==> config.mk <==
export PLATFORM = sky130hd
export DESIGN_NAME = line_window_gen_flat
export DESIGN_NICKNAME = d
export VERILOG_FILES = /design/src/rtl/cnn_pkg.sv /design/src/rtl/line_window_gen_if.sv /design/src/rtl/line_ram.sv /design/src/rtl/line_window_gen.sv /design/src/flat_wrapper.sv
export SDC_FILE = /design/constraint.sdc
export NUM_CORES = 1
export LEC_CHECK = 0
export ABC_AREA = 1
export CELL_PAD_IN_SITES_DETAIL_PLACEMENT = 1
export CELL_PAD_IN_SITES_GLOBAL_PLACEMENT = 2
export CORE_MARGIN = 5
export CORE_UTILIZATION = 45
export CTS_BUF_LIST = sky130_fd_sc_hd__clkbuf_2
export CTS_CLUSTER_DIAMETER = 80
export DETAILED_ROUTE_END_ITERATION = 8
export PLACE_DENSITY_LB_ADDON = 0.25
export RECOVER_POWER = 50
export SLEW_MARGIN = 20
export SYNTH_ARGS = -nofsm -noshare
export SYNTH_HDL_FRONTEND = slang
export SYNTH_HIERARCHICAL = 1
export SYNTH_SLANG_ARGS = --single-unit
==> constraint.sdc <==
create_clock -name clk -period 8.4 [get_ports clk]
set_input_delay 2.52 -clock clk [delete_from_list [all_inputs] [get_ports clk]]
set_output_delay 2.52 -clock clk [all_outputs]
set_load 0.02 [all_outputs]
==> src/rtl/cnn_pkg.sv <==
// Shared types and widths for the CNN front-end: pixel width, 3x3 window bus width, and the line-window FSM states.
package cnn_pkg;
  localparam int PIX_W       = 8;
  localparam int KERNEL_TAPS = 9;
  localparam int WIN_W       = KERNEL_TAPS * PIX_W;

  typedef enum logic {
    IDLE   = 1'b0,
    ACTIVE = 1'b1
  } state_t;
endpackage

==> src/rtl/line_window_gen_if.sv <==
// Pixel stream in, 3x3 window stream out. The master side is the pixel source, which also consumes the windows.
interface line_window_gen_if ();
  import cnn_pkg::*;

  logic [PIX_W-1:0] pixel_in;
  logic             pixel_in_valid;
  logic             pixel_in_sof;
  logic [WIN_W-1:0] img_vector;
  logic             img_vector_valid;
  logic             frame_done;
  logic             frame_err;

  modport master (
    output pixel_in, pixel_in_valid, pixel_in_sof,
    input  img_vector, img_vector_valid, frame_done, frame_err
  );

  modport slave (
    input  pixel_in, pixel_in_valid, pixel_in_sof,
    output img_vector, img_vector_valid, frame_done, frame_err
  );
endinterface

==> src/rtl/line_ram.sv <==
// Single-port row memory: asynchronous read, synchronous write, so a same-address read returns the pre-write value.
module line_ram
  import cnn_pkg::*;
#(
  parameter int DEPTH = 64,
  parameter int AW    = $clog2(DEPTH)
) (
  input  logic             clk,
  input  logic             i_we,
  input  logic [AW-1:0]    i_addr,
  input  logic [PIX_W-1:0] i_wdata,
  output logic [PIX_W-1:0] o_rdata
);
  logic [PIX_W-1:0] r_mem [DEPTH];

  always_ff @(posedge clk) begin
    if (i_we) r_mem[i_addr] <= i_wdata;
  end

  assign o_rdata = r_mem[i_addr];
endmodule

==> src/rtl/line_window_gen.sv <==
// Raster pixel stream to 3x3 neighbourhood generator: two row buffers plus a 3x3 shift window.
// state  | meaning
// IDLE   | waiting for sof; pixels without sof are dropped and flagged
// ACTIVE | frame in progress; col/row track the next pixel position
module line_window_gen
  import cnn_pkg::*;
#(
  parameter int IMG_WIDTH  = 64,
  parameter int IMG_HEIGHT = 64
) (
  input logic               clk,
  input logic               rst_n,
  line_window_gen_if.slave  bus
);
  localparam int CW = $clog2(IMG_WIDTH);
  localparam int RW = $clog2(IMG_HEIGHT);
  localparam logic [CW-1:0] COL_LAST = CW'(IMG_WIDTH - 1);
  localparam logic [RW-1:0] ROW_LAST = RW'(IMG_HEIGHT - 1);

  state_t           r_state, w_state_nxt;
  logic [CW-1:0]    r_col, w_col, w_col_nxt;
  logic [RW-1:0]    r_row, w_row, w_row_nxt;
  logic             w_accept, w_last, w_emit, w_err;
  logic [PIX_W-1:0] w_lb0_rd, w_lb1_rd;
  logic [PIX_W-1:0] r_win     [3][3];
  logic [PIX_W-1:0] w_win_nxt [3][3];
  logic [WIN_W-1:0] w_vec;
  logic [WIN_W-1:0] r_img_vector;
  logic             r_img_valid, r_frame_done, r_frame_err;

  always_ff @(posedge clk or negedge rst_n) begin
    if (!rst_n) r_state <= IDLE;
    else        r_state <= w_state_nxt;
  end

  // sof always repositions the incoming pixel to (0,0), which also covers the mid-frame restart
  always_comb begin
    w_state_nxt = r_state;
    w_accept    = 1'b0;
    w_err       = 1'b0;
    w_col       = bus.pixel_in_sof ? '0 : r_col;
    w_row       = bus.pixel_in_sof ? '0 : r_row;
    case (r_state)
      IDLE: begin
        if (bus.pixel_in_valid) begin
          if (bus.pixel_in_sof) begin
            w_accept    = 1'b1;
            w_state_nxt = ACTIVE;
          end else begin
            w_err = 1'b1;
          end
        end
      end
      ACTIVE: begin
        if (bus.pixel_in_valid) begin
          w_accept = 1'b1;
          w_err    = bus.pixel_in_sof;
        end
      end
      default: w_state_nxt = IDLE;
    endcase
    w_last = (w_col == COL_LAST) && (w_row == ROW_LAST);
    w_emit = w_accept && (w_row >= RW'(2)) && (w_col >= CW'(2));
    if (w_accept && w_last) w_state_nxt = IDLE;
    w_col_nxt = r_col;
    w_row_nxt = r_row;
    if (w_accept) begin
      if (w_col == COL_LAST) begin
        w_col_nxt = '0;
        w_row_nxt = w_last ? '0 : w_row + 1'b1;
      end else begin
        w_col_nxt = w_col + 1'b1;
        w_row_nxt = w_row;
      end
    end
  end

  always_comb begin
    for (int r = 0; r < 3; r++) begin
      w_win_nxt[r][0] = r_win[r][1];
      w_win_nxt[r][1] = r_win[r][2];
    end
    w_win_nxt[0][2] = w_lb0_rd;
    w_win_nxt[1][2] = w_lb1_rd;
    w_win_nxt[2][2] = bus.pixel_in;
    w_vec = '0;
    for (int k = 0; k < KERNEL_TAPS; k++) begin
      w_vec[PIX_W*k +: PIX_W] = w_win_nxt[k/3][k%3];
    end
  end

  always_ff @(posedge clk or negedge rst_n) begin
    if (!rst_n) begin
      r_col        <= '0;
      r_row        <= '0;
      r_img_vector <= '0;
      r_img_valid  <= 1'b0;
      r_frame_done <= 1'b0;
      r_frame_err  <= 1'b0;
      for (int r = 0; r < 3; r++) begin
        for (int c = 0; c < 3; c++) r_win[r][c] <= '0;
      end
    end else begin
      r_col        <= w_col_nxt;
      r_row        <= w_row_nxt;
      r_img_valid  <= w_emit;
      r_frame_done <= w_emit && w_last;
      r_frame_err  <= w_err;
      if (w_accept) r_win <= w_win_nxt;
      if (w_emit)   r_img_vector <= w_vec;
    end
  end

  // lb0 takes lb1's old row while lb1 takes the new pixel: the rows shift up by one
  line_ram #(.DEPTH(IMG_WIDTH), .AW(CW)) u_lb0 (
    .clk     (clk),
    .i_we    (w_accept),
    .i_addr  (w_col),
    .i_wdata (w_lb1_rd),
    .o_rdata (w_lb0_rd)
  );

  line_ram #(.DEPTH(IMG_WIDTH), .AW(CW)) u_lb1 (
    .clk     (clk),
    .i_we    (w_accept),
    .i_addr  (w_col),
    .i_wdata (bus.pixel_in),
    .o_rdata (w_lb1_rd)
  );

  assign bus.img_vector       = r_img_vector;
  assign bus.img_vector_valid = r_img_valid;
  assign bus.frame_done       = r_frame_done;
  assign bus.frame_err        = r_frame_err;
endmodule

==> src/flat_wrapper.sv <==
// flat-port wrapper written by rule: the top's interface ports become plain ports
module line_window_gen_flat import cnn_pkg::*;
#(
  parameter int IMG_WIDTH  = 64,
  parameter int IMG_HEIGHT = 64
)
  (clk, rst_n, bus_pixel_in, bus_pixel_in_valid, bus_pixel_in_sof, bus_img_vector, bus_img_vector_valid, bus_frame_done, bus_frame_err);
  line_window_gen_if bus_i ();
  input logic clk;
  input logic rst_n;
  input wire logic [$bits(bus_i.pixel_in)-1:0] bus_pixel_in;
  input wire logic [$bits(bus_i.pixel_in_valid)-1:0] bus_pixel_in_valid;
  input wire logic [$bits(bus_i.pixel_in_sof)-1:0] bus_pixel_in_sof;
  output wire logic [$bits(bus_i.img_vector)-1:0] bus_img_vector;
  output wire logic [$bits(bus_i.img_vector_valid)-1:0] bus_img_vector_valid;
  output wire logic [$bits(bus_i.frame_done)-1:0] bus_frame_done;
  output wire logic [$bits(bus_i.frame_err)-1:0] bus_frame_err;
  assign bus_i.pixel_in = bus_pixel_in;
  assign bus_i.pixel_in_valid = bus_pixel_in_valid;
  assign bus_i.pixel_in_sof = bus_pixel_in_sof;
  assign bus_img_vector = bus_i.img_vector;
  assign bus_img_vector_valid = bus_i.img_vector_valid;
  assign bus_frame_done = bus_i.frame_done;
  assign bus_frame_err = bus_i.frame_err;
  line_window_gen #(.IMG_WIDTH(IMG_WIDTH), .IMG_HEIGHT(IMG_HEIGHT)) u_core (.clk(clk), .rst_n(rst_n), .bus(bus_i));
endmodule
==> results of run 1 <==
==> cell type report <==
class | instances | area (sq um)
Clock inverter | 52 | 349
Timing Repair Buffer | 200 | 1580
Sequential cell | 1160 | 34200
Tap cell | 1476 | 1850
Inverter | 82 | 335
Multi-Input combinational cell | 3496 | 13700
Antenna cell | 6 | 15.0
Clock buffer | 475 | 2380
Fill cell | 12500 | 54800
==> synth_stat cells <==
cell type / instances
a21oi_1: 3
buf_1: 10
buf_2: 115
buf_4: 20
buf_6: 38
clkbuf_1: 64
clkinv_1: 2
dfrtp_1: 136
edfxtp_1: 1024
ha_1: 4
inv_1: 68
inv_2: 12
nand2_1: 3099
nand2_2: 3
nand3_1: 38
nand3_2: 3
nand4_1: 78
nor2_1: 190
nor2_2: 7
nor3_1: 1
nor3_2: 16
nor4_1: 4
o211ai_1: 10
o21ai_0: 11
o21ai_1: 12
o22ai_1: 1
or2_1: 6
or2_2: 6
xnor2_1: 1
xor2_1: 3
==> flip-flops by register name (all words and copies together) (netlist names) <==
register	cells
u_core/bus.img_vector_valid	1
u_core/bus.frame_done	1
u_core/r_col	6
u_core/u_lb1/r_mem	512
u_core/r_win	48
u_core/r_state	1
u_core/bus.frame_err	1
u_core/bus.img_vector	72
u_core/r_row	6
u_core/u_lb0/r_mem	512
==> tightest hold or removal path, stage by stage, from the launching register on <==
cell     delay (ns)
dfrtp_1        0.35
nand2_1        0.05
nand2_1        0.04
==> cells by family after synthesis <==
| kind of cell | Yosys count |
|---|---|
| compound gates | 37 |
| flops | 1160 |
| xor+xnor | 4 |
| simple gates | 3451 |
| fa+ha+maj | 4 |
| buf+inv | 329 |
==> per-stage QoR <==
step	utilization, %	total power (W)
global route	49.8	0.0124
detailed placement	47.5	0.00798
global placement	47.5	0.00795
finish	49.8	0.0118
floorplan	-	0.00741
CTS	50.0	0.0120
==> per-layer routing <==
metal	track usage [%]	up-vias	routed length, um
li1	-	16800	-
met3	4.87	165	7980
met2	39.6	894	67700
met5	0	-	0
met4	5.91	0	2290
met1	33.8	18100	65400
==> power breakdown <==
group / switching (W) / leakage (nW) / internal, W / total, W
logic: 0.00105 / 10.5 / 0.000266 / 0.00131
registers: 0.0000425 / 11.1 / 0.00649 / 0.00653
clock network: 0.00230 / 2.15 / 0.00164 / 0.00394
==> worst max-delay path by stage <==
stage / startpoint / end / slack (ns) / cells past startpoint
after floorplan: bus_pixel_in_sof / u_core/u_lb0/r_mem[40][0] / 3.24 / 12
after global placement: bus_pixel_in_sof / u_core/u_lb0/r_mem[35][4] / 1.14 / 17
after detailed placement: bus_pixel_in_sof / u_core/bus.img_vector[44] / 1.03 / 19
after CTS: bus_pixel_in_sof / u_core/u_lb0/r_mem[33][4] / 2.72 / 17
after global routing: bus_pixel_in_sof / u_core/r_win[51] / 1.46 / 18
final: bus_pixel_in_sof / u_core/r_win[51] / 1.81 / 18
==> flow_metrics.tcl, run 1 <==
set metrics [dict create \
    end_kind "flip-flop" \
    slew_violations 808 \
    path_common_cell "nand2_1" \
    ys_seq_area_share_pct 68.9 \
    ff2ff_path_depth 16 \
    ant_nets 0 \
    rrSetupSlack_ns 3.62 \
    hold_path.class "flip-flop to flip-flop" \
    whs_path_depth 2 \
    setup_tns_ns 0 \
    critPathMaxStageDelay_ns 1.45 \
    grt_setup_unrepaired "false" \
    drt_iter0_markers 2454 \
    hold_ws_ns 0.477 \
    hold_viol_final 0 \
    power_density_nw_per_um2 217 \
    cpMaxStageDelayCell "clkbuf_1" \
    grt_util_all_layers_pct 24.3 \
    area_growth_pct 9.64 \
    pre_cts_slack_ns 1.03 \
    cts_tree "built" \
    critPathTopFamily "buffers and inverters" \
    syn_inst 4985 \
    stdcell_count 6947 \
    root_buffer "clkbuf_2" \
    worst_slew_pin_slew_ns 3.68 \
    place_area_sq_um 51900 \
    crit_path_start_kind "input pin" \
    numCtsBuffers 320 \
    slew-limit-headroom_pct -145 \
    path_cells "dlygate4sd3_1 > inv_1 > nand2_1 > inv_8 > buf_12 > clkbuf_1 > nand2_1 > nand2_1 > nand2_1 > nand2_1 > nand2_1 > nand2_1 > nand2_1 > nand2_1 > nor2_1 > nand2_1 > nand2_1 > nand2_1" \
    final_cell_mix "nand2_1, edfxtp_1, clkbuf_2" \
    worst-path-buf-inv 5 \
    fin_ws_ns 1.81 \
    drc 0 \
    antenna_found_initial 4 \
    grt_max_degree 134 \
    cp.arrival_ns 8.02 \
    p_leak_nw 23.7 \
    r2r-end "u_core/r_win[51]" \
    outcome "finished with violations" \
    io_buffers 86 \
    ys_seq_elements 1160 \
    maxCapViolCount 13 \
    gr-total-overflow 0 \
    synthTopCellsByArea "edfxtp_1, nand2_1, dfrtp_1" \
    cts_buffer_depth 4 \
    vias 36000 \
    drtPass1Iterations 5 \
    fp-row-count 121 \
    synthAdderAreaFrac_pct 0.101 \
    wirelength_mm 143 \
    synth.avg_cell_area_sq_um 9.94 \
    min_from "u_core/bus.img_vector[51]" \
    synth_top_cell_area_share_pct 62.0 \
    setup_viol 0 \
    routed_via_density 5.18 \
    netlist_area_sq_um 49600 \
    ctsResizeCount 0 \
    skew_ns 0.138 \
    synth.area.mux_share_pct 0 \
    hpwl_mm 83.9 \
    dp_cells 6414 \
    cts_sinks 1160 \
    grt_pass1_wl_mm 219 \
    first_global_vias 37300 \
    crit_required_ns 9.83 \
    layout-drive-gt1-share_pct 11.2 \
    cts_setup_buffers 0 \
    synth_top_family_by_area "simple AND/OR/NAND/NOR gates" \
    yosys_warnings 6 \
    final_common_cell "nand2_1" \
    clkTransAtPathRegs_ns 0.09 \
    yosysTopAreaCell "edfxtp_1" \
    core_sq_um 109000 \
    die_h_um 342 \
    die_area_sq_um 117000 \
    initial_utilization_pct 45.4 \
    timing.rr.start "u_core/r_col[0]" \
    yosys.area_share.simple_pct 27.0 \
    insertion_delay_ns 1.56 \
    postCtsHoldBufs 0 \
    routabilityCongestion 0.820 \
    holdPathEnd "u_core/bus.img_vector[51]" \
    htree_levels 5 \
    pin_count 87 \
    synth-compound-area-share_pct 0.427 \
    max_freq_ghz 0.152 \
    finalCriticalPeriod_ns 6.59 \
    period_share_pct 78.5 \
    yosysUniqueCellTypes 30 \
    synthesis.nets 5001 \
    wl_per_cell_um 20.6 \
    final_cell_area_sq_um 54300 \
    vdd_ir_drop_max_mv 0.147 \
    dieWidth_um 342 \
    path_class "input pin to flip-flop" \
    fin_nets 5276 \
    violations "max-capacitance violations, max-slew violations" \
    synth_xor_area_share_pct 0.0707 \
    critPathMaxFanout 118 \
]
(Power assumes the default switching activity.)
==> run 2, diff against run 1 <==
- CORE_UTILIZATION: 45 -> 43
- clock period: 8.4 -> 6.1 ns (I/O delays scaled with it)
==> flow_metrics.tcl, run 2 (synthesis results as in run 1) <==
set metrics [dict create \
    outcome "finished with violations" \
    violations "max-capacitance violations, max-slew violations" \
    critPathMaxFanout 21 \
    grt_util_all_layers_pct 24.2 \
    htree_levels 5 \
    routed_via_density 5.11 \
    numCtsBuffers 323 \
    first_global_vias 37500 \
    drt_iter0_markers 2571 \
    final_cell_area_sq_um 55400 \
    vias 36300 \
    p_leak_nw 24.3 \
    crit_path_start_kind "input pin" \
    setup_tns_ns 0 \
    hold_ws_ns 0.364 \
    layout-drive-gt1-share_pct 12.3 \
    final_cell_mix "nand2_1, edfxtp_1, clkbuf_2" \
    die_h_um 350 \
    cts_sinks 1160 \
    io_buffers 86 \
    hold_path.class "input pin to asynchronous set/reset pin" \
    drc 0 \
    dieWidth_um 350 \
    end_kind "flip-flop" \
    maxCapViolCount 15 \
    grt_max_degree 140 \
    fillerInstances 13000 \
    power_density_nw_per_um2 294 \
    grt_pass1_wl_mm 227 \
    pin_count 87 \
    slew_violations 688 \
    antenna_found_initial 2 \
    internal-power_w 0.0116 \
    multi_input_comb_area_sq_um 13700 \
    final_common_cell "nand2_1" \
    cts_tree "built" \
    root_buffer "clkbuf_2" \
    fin_util_pct 48.4 \
    wirelength_mm 149 \
    fp-row-count 124 \
    die_area_sq_um 122000 \
    insertion_delay_ns 1.64 \
    max_freq_ghz 0.186 \
    path_class "input pin to flip-flop" \
    period_share_pct 88.0 \
    routabilityCongestion 0.818 \
    cts_setup_buffers 0 \
    wl_per_cell_um 20.9 \
    grt_setup_unrepaired "false" \
    initial_utilization_pct 43.4 \
    cp.arrival_ns 6.49 \
    swShare_pct 28.9 \
    skew_ns 0.171 \
    crit_required_ns 7.22 \
    regArea_sq_um 34200 \
    worst_slew_pin_slew_ns 3.75 \
    finalCriticalPeriod_ns 5.37 \
    area_growth_pct 11.7 \
    combPwrFrac_pct 11.8 \
    hold_viol_final 0 \
    clkTransAtPathRegs_ns 0.10 \
    hpwl_mm 89.8 \
    power_w 0.0163 \
    slew-limit-headroom_pct -150 \
    seqPwrFrac_pct 55.3 \
    place_area_sq_um 53000 \
    fin_nets 5391 \
    p_switching_w 0.00470 \
    vdd_ir_drop_max_mv 0.161 \
    gr-total-overflow 0 \
    ctsResizeCount 0 \
    setup_viol 0 \
    power_frac_clock_pct 32.9 \
    drtPass1Iterations 5 \
    core_sq_um 114000 \
    cts_buffer_depth 4 \
    ant_nets 0 \
    postCtsHoldBufs 0 \
]
## run 2: layout make-up
type | count | share of cell area, %
Inverter | 82 | 0.608
Timing Repair Buffer | 312 | 4.70
Sequential cell | 1160 | 61.7
Multi-Input combinational cell | 3496 | 24.7
Tap cell | 1512 | 3.42
Clock inverter | 55 | 0.524
Clock buffer | 475 | 4.29
Antenna cell | 5 | 0.0226
## run 2: power by group through the flow
stage	Sequential (W)	Clock (W)	Combinational, W
detailed placement	0.00916	0	0.00194
floorplan	0.00916	0	0.00105
finish	0.00899	0.00534	0.00192
global route	0.00900	0.00606	0.00212
global placement	0.00916	0	0.00192
CTS	0.00898	0.00557	0.00195
## run 2: layer usage
metal,vias to the layer above,global-route usage (%),part of all wire (%)
li1,17000,-,-
met1,18100,33.8,46
met2,932,38.0,46
met3,214,5.49,5.9
met4,0,7.25,2.1
met5,-,0,0
## run 2: per-stage QoR
step / worst slack (ns) / cells
floorplan: 1.63 / 4985
global placement: 0.817 / 6562
detailed placement: 0.816 / 6562
CTS: 1.30 / 7092
global route: 0.721 / 7094
finish: 0.729 / 7097
## run 2: final timing paths
kind | slack, ns | startpoint | depth (start not counted) | to
setup reg to reg | 1.65 | u_core/r_col[2] | 8 | u_core/u_lb1/r_mem[2][7]
max in group asynchronous | 2.92 | rst_n | 2 | u_core/r_win[32]
hold reg to reg | 0.47 | u_core/bus.img_vector[6] | 2 | u_core/bus.img_vector[6]
setup / recovery | 0.73 | bus_pixel_in_sof | 10 | u_core/u_lb0/r_mem[6][2]
hold / removal | 0.36 | rst_n | 1 | u_core/r_win[48]
min in group clk | 0.47 | u_core/bus.img_vector[6] | 2 | u_core/bus.img_vector[6]
## run 2: critical path, cell delays in order
cell and delay (ns):
dlygate4sd3_1 0.60, clkinv_1 0.08, clkbuf_1 0.45, nand2_1 0.20, clkinvlp_2 0.59, clkbuf_1 1.19, nand4_1 0.39, clkbuf_1 0.41
nor2_1 0.19, clkbuf_1 0.52
